File: config.mk
export PLATFORM = sky130hd
export DESIGN_NAME = packet_framer
export DESIGN_NICKNAME = d
export VERILOG_FILES = /design/src/rtl/freq_meter_pkg.sv /design/src/rtl/packet_framer.sv
export SDC_FILE = /design/constraint.sdc
export NUM_CORES = 1
export LEC_CHECK = 0
export ABC_AREA = 1
export CORE_MARGIN = 2
export CORE_UTILIZATION = 38
export DETAILED_ROUTE_END_ITERATION = 7
export PLACE_DENSITY = 0.7
export SLEW_MARGIN = 20
export SYNTH_ARGS = -nofsm -noshare
export SYNTH_HDL_FRONTEND = slang
export SYNTH_SLANG_ARGS = --single-unit
export TNS_END_PERCENT = 50
File: constraint.sdc
create_clock -name clk -period 1.67 [get_ports clk]
set_input_delay 0.501 -clock clk [delete_from_list [all_inputs] [get_ports clk]]
set_output_delay 0.501 -clock clk [all_outputs]
set_load 0.02 [all_outputs]
File: src/rtl/freq_meter_pkg.sv
// -----------------------------------------------------------------------------
// freq_meter_pkg
// Shared types and constants for the frequency meter datapath.
//   byte_t         : one UART byte
//   framer_state_t : packet framer FSM states (CSUM is only reachable when
//                    PACKET_FRAMER_CHECKSUM_EN is defined)
//   PKT_HEADER     : default first byte of every framed packet
//   csum8()        : 8-bit wrapping sum of the three packet bytes
// -----------------------------------------------------------------------------
package freq_meter_pkg;

  typedef logic [7:0] byte_t;

  typedef enum logic [2:0] {
    IDLE = 3'd0,
    HDR  = 3'd1,
    HI   = 3'd2,
    LO   = 3'd3,
    CSUM = 3'd4
  } framer_state_t;

  localparam byte_t PKT_HEADER = 8'hA5;

  // Carries out of bit 7 are dropped on purpose: the checksum is mod 256.
  function automatic byte_t csum8(input byte_t hdr, input byte_t hi, input byte_t lo);
    return hdr + hi + lo;
  endfunction

endpackage

File: src/rtl/packet_framer.sv
// -----------------------------------------------------------------------------
// packet_framer
// Frames a 16-bit edge count into a byte packet (HEADER, count[15:8],
// count[7:0] and, optionally, a checksum) and streams it to a UART
// transmitter over a valid/ready handshake. A single pending slot holds a
// request that arrives while a packet is still in flight.
//
// Optional feature macro: PACKET_FRAMER_CHECKSUM_EN
//   defined   -> 4-byte packets, last byte is the 8-bit wrapping checksum
//   undefined -> 3-byte packets, LO is the last byte
//
// Ports:
//   clk          system clock, rising edge
//   rst_n        asynchronous active-low reset
//   counter_in   edge count from the counter stage
//   send_packet  single-cycle request to frame counter_in
//   tx_data      byte presented to the UART transmitter (registered)
//   tx_valid     tx_data is valid (registered)
//   tx_ready     transmitter accepts the byte this cycle
//   busy         packet in flight (state != IDLE), registered
//   overrun      one-cycle pulse: a pending request was overwritten
// -----------------------------------------------------------------------------
module packet_framer
  import freq_meter_pkg::*;
#(
  parameter byte_t HEADER = PKT_HEADER,
  parameter int    CNT_W  = 16
) (
  input  logic             clk,
  input  logic             rst_n,
  input  logic [CNT_W-1:0] counter_in,
  input  logic             send_packet,
  output logic [7:0]       tx_data,
  output logic             tx_valid,
  input  logic             tx_ready,
  output logic             busy,
  output logic             overrun
);

`ifdef PACKET_FRAMER_CHECKSUM_EN
  localparam framer_state_t LAST_STATE = CSUM;
`else
  localparam framer_state_t LAST_STATE = LO;
`endif

  framer_state_t    state_q, state_d;
  logic [CNT_W-1:0] active_q, active_d;
  logic [CNT_W-1:0] pending_q, pending_d;
  logic             pending_valid_q, pending_valid_d;
  byte_t            tx_data_q, tx_data_d;
  logic             tx_valid_q, tx_valid_d;
  logic             busy_q, busy_d;
  logic             overrun_q, overrun_d;

  logic xfer;
  logic last_xfer;
  logic load;
  logic take_pending;
  logic bypass;

  assign xfer      = tx_valid_q && tx_ready;
  assign last_xfer = xfer && (state_q == LAST_STATE);
  // A new packet may start either from IDLE or in the very cycle the last
  // byte of the previous packet leaves, which gives zero-gap back-to-back.
  assign load      = (state_q == IDLE) || last_xfer;

  // ---------------------------------------------------------------------------
  // State register
  // ---------------------------------------------------------------------------
  always_ff @(posedge clk or negedge rst_n) begin
    if (!rst_n) begin
      state_q         <= IDLE;
      active_q        <= '0;
      pending_q       <= '0;
      pending_valid_q <= 1'b0;
      tx_data_q       <= '0;
      tx_valid_q      <= 1'b0;
      busy_q          <= 1'b0;
      overrun_q       <= 1'b0;
    end else begin
      state_q         <= state_d;
      active_q        <= active_d;
      pending_q       <= pending_d;
      pending_valid_q <= pending_valid_d;
      tx_data_q       <= tx_data_d;
      tx_valid_q      <= tx_valid_d;
      busy_q          <= busy_d;
      overrun_q       <= overrun_d;
    end
  end

  // ---------------------------------------------------------------------------
  // Next-state logic: FSM, active capture and pending slot
  // ---------------------------------------------------------------------------
  always_comb begin
    state_d         = state_q;
    active_d        = active_q;
    pending_d       = pending_q;
    pending_valid_d = pending_valid_q;
    overrun_d       = 1'b0;
    take_pending    = 1'b0;
    bypass          = 1'b0;

    if (load) begin
      if (pending_valid_q) begin
        active_d        = pending_q;
        pending_valid_d = 1'b0;
        take_pending    = 1'b1;
        state_d         = HDR;
      end else if (send_packet) begin
        active_d = counter_in;
        bypass   = 1'b1;
        state_d  = HDR;
      end else begin
        state_d = IDLE;
      end
    end else if (xfer) begin
      case (state_q)
        HDR:     state_d = HI;
        HI:      state_d = LO;
`ifdef PACKET_FRAMER_CHECKSUM_EN
        LO:      state_d = CSUM;
`endif
        default: state_d = state_q;
      endcase
    end

    // A request that did not go straight into active lands in the pending
    // slot. If the slot still holds an unconsumed request it is overwritten
    // and flagged; a slot drained this very cycle is free, so no overrun.
    if (send_packet && !bypass) begin
      overrun_d       = pending_valid_q && !take_pending;
      pending_d       = counter_in;
      pending_valid_d = 1'b1;
    end
  end

  // ---------------------------------------------------------------------------
  // Output logic: registered from next state so tx_data/tx_valid are glitch
  // free and hold steady while the transmitter stalls.
  // ---------------------------------------------------------------------------
  always_comb begin
    tx_valid_d = (state_d != IDLE);
    busy_d     = (state_d != IDLE);
    case (state_d)
      HDR:     tx_data_d = HEADER;
      HI:      tx_data_d = active_d[CNT_W-1 -: 8];
      LO:      tx_data_d = active_d[7:0];
`ifdef PACKET_FRAMER_CHECKSUM_EN
      CSUM:    tx_data_d = csum8(HEADER, active_d[CNT_W-1 -: 8], active_d[7:0]);
`endif
      default: tx_data_d = '0;
    endcase
  end

  assign tx_data  = tx_data_q;
  assign tx_valid = tx_valid_q;
  assign busy     = busy_q;
  assign overrun  = overrun_q;

endmodule
==> impl_metrics.ini <==
[clocking]
hold_buffers = 0
clock_sinks = 46
tritoncts = built
cts_setup_buffers = 0
cts-htree-levels = 2
numCtsBuffers = 5
worstSkewPairLatency_ns = 0.30
root_buffer = clkbuf_8
path_clk_slew_ns = 0.09
clockBufferDepth = 2

[worst_setup_path]
crit_buf_inv = 1
critical-path-max-stage-delay_ns = 0.41
cp_data_required_time_ns = 1.17
path_cells = dlygate4sd2_1
cp_slowest_cell = dfrtp_1
path_delay_family = flip-flops
crit_end = tx_valid
rrSetupSlack_ns = 0.16
crit_cells = 1
crit_path_start_kind = register
worstSetupEndpointType = output port
critPathArrivalTime_ns = 1.06
cp_max_fo = 5
r2r-end = tx_data[2]
path_class = reg -> out
r2r_start = state_q[2]
reg2reg_depth = 7
startpoint = busy

[global_route]
grt_pass1_vias = 1605
grt_overflow = 0
grt_usage_pct = 14.4
grt_pass1_wl_um = 7290
grt_max_degree = 47
antenna_found_initial = 0

[floorplan]
rows = 27
ios = 31
coreArea_um2 = 5610
die-area_um2 = 6540
initial_core_util_pct = 40.0
die_w_um = 80.9
die_h_um = 80.9

[route]
top_layer_used = met4
first_pass_iters = 4
remaining_drc_errors = 0
vias = 1697
drtIter0Drc = 107
met2_length_um = 2030
wl_met3_um = 117
drt-total-wl_um = 4380
drt-met1-wl_um = 2170
viasPerCell = 4.62
wl_per_cell_um = 11.9
ant_nets = 0

[sta]
min_period_ns = 1.56
final.setup.tns_ns = 0
slew_viol_final = 0
rsz0062_at_grt = false
clock.fmax_mhz = 641
worst_pin_slew_ns = 0.247
setup_viol = 0
finalCritPeriodShare_pct = 93.4
max-slew-margin-rel_pct = 83.3
clock_skew_ns = 0.00686
finalHoldViolations = 0

[cells_and_area]
insertedDiodeCount = 0
stdcell_count = 367
drive_gt1_share_pct = 20.3
fin_nets = 314
area_growth_syn_to_layout_pct = 23.8
fin_util_pct = 49.6
final_area_um2 = 2780

[synth]
synth-xor-area-share_pct = 0
synth_cells = 251
synth_warnings = 0
synth_compound_area_share_pct = 11.0
syn-cell-area_um2 = 2240
synth-simple-area-share_pct = 25.5
synth_fa_ha_area_share_pct = 0
synth_top_family_by_area = simple AND/OR/NAND/NOR gates
synth.area.mux_share_pct = 2.23
synth_cell_types = 25
ys_seq_area_share_pct = 51.3
synth-seq-cells = 46
syn_area_per_cell_um2 = 8.94
syn-num-nets = 271

[power_and_ir_drop]
power_frac_seq_pct = 34.9
power.clock.fraction_pct = 16.2
intPower_mw = 2.99
power_leakage_nw = 1.41
p_switching_mw = 2.04
p_per_area_nw_per_um2 = 1810
worst_ir_drop_vdd_uv = 1000
p_sw_share_pct = 40.5
combPwrFrac_pct = 48.9
p_total_mw = 5.03

[outcome]
status = finished, final reports clean

[place]
gp_congestion = 0.768
dp_cells = 359
hpwl_um = 3150
port_buffers = 30
post_dp_cell_area_um2 = 2680

[hold_path]
hold_path.class = in -> async

[job]
drv_cap = 0
worst register-to-register path, delay by kind of cell, from the launching register on:
kind | cells | cell delay [ns]
AOI/OAI and AO/OA | 1 | 0.29
buffers and inverters | 1 | 0.12
DFF | 1 | 0.42
and+or+nand+nor | 5 | 0.62
repair_timing:
item | in CTS | in global routing
cloned | 0 | 0
endpoints found under the setup margin | 19 | 8
resized for setup | 13 | 1
cell families after synthesis:
logic type / count (synthesis)
and+or+nand+nor: 124
DFF: 46
AOI/OAI and AO/OA: 38
buffers and inverters: 38
muxes: 5
metal layers:
metal / global-route usage, % / vias up
li1: - / 881
met1: 20.2 / 780
met2: 23.0 / 31
met3: 2.67 / 5
met4: 4.07 / 0
met5: 0 / -
cells in the mapped netlist:
master    number  area, um^2
nand2_1       80         300
dfrtp_1       46        1150
inv_1         21        78.8
o21ai_0       17        85.1
nor2_1        12        45.0
nand2_2        8        50.1
o21ai_1        8        40.0
a21oi_2        7        61.3
nand3_1        7        35.0
nand3_2        7        70.1
nand4_1        7        43.8
buf_4          6        45.0
mux2i_1        5        50.1
inv_2          4        15.0
a21boi_1       3        22.5
buf_12         3        60.1
buf_2          2        10.0
a21oi_1        1        5.00
a21oi_4        1        16.3
buf_6          1        11.3
clkbuf_1       1        3.75
nand2_4        1        11.3
nor2_2         1        6.26
nor2_4         1        11.3
o21ai_4        1        16.3
state kept, by name, indices dropped and copies added (netlist names):
signal           flops
pending_q           16
active_q            16
state_q              3
tx_data              8
pending_valid_q      1
overrun              1
busy                 1
power by group through the flow:
stage	Sequential [mW]	Clock [mW]	Combinational [mW]
floorplan	1.85	0	1.75
global placement	1.77	0	2.49
detailed placement	1.78	0	2.53
CTS	1.76	0.832	2.47
global route	1.81	0.885	2.74
finish	1.76	0.815	2.46
cell usage in the layout (no fill, tap or decap), drive strengths merged:
master and instances:
a21boi 3, a21oi 9, buf 20, bufinv 1, clkbuf 5, clkdlybuf4s50 16
clkinv 2, dfrtp 46, dlygate4sd2 12, dlymetal6s2s 1, inv 25, mux2i 5
nand2 89, nand3 14, nand4 7, nor2 14, o21ai 26
stage by stage:
step / setup slack (ns) / hold slack [ns]
after detailed placement: -0.362 / 0.431
after CTS: 0.00682 / 0.174
after global routing: 0.0232 / 0.178
after floorplan: 0.266 / 0.205
after global placement: -0.313 / 0.436
final: 0.111 / 0.159
how the worst min path moves through the flow:
stage | cells past startpoint | slack [ns] | from | to
finish | 2 | 0.16 | rst_n | pending_q[6]
global route | 2 | 0.18 | rst_n | pending_q[6]
CTS | 2 | 0.17 | rst_n | tx_data[6]
detailed placement | 0 | 0.43 | state_q[2] | state_q[2]
global placement | 0 | 0.44 | state_q[2] | state_q[2]
floorplan | 0 | 0.21 | rst_n | active_q[0]
cell type report:
class | count | area, um^2
Tap cell | 72 | 90.1
Clock buffer | 5 | 68.8
Sequential cell | 46 | 1150
Multi-Input combinational cell | 167 | 872
Clock inverter | 3 | 40.0
Timing Repair Buffer | 49 | 463
Inverter | 25 | 93.8
Fill cell | 558 | 2830
(Power assumes the default switching activity.)
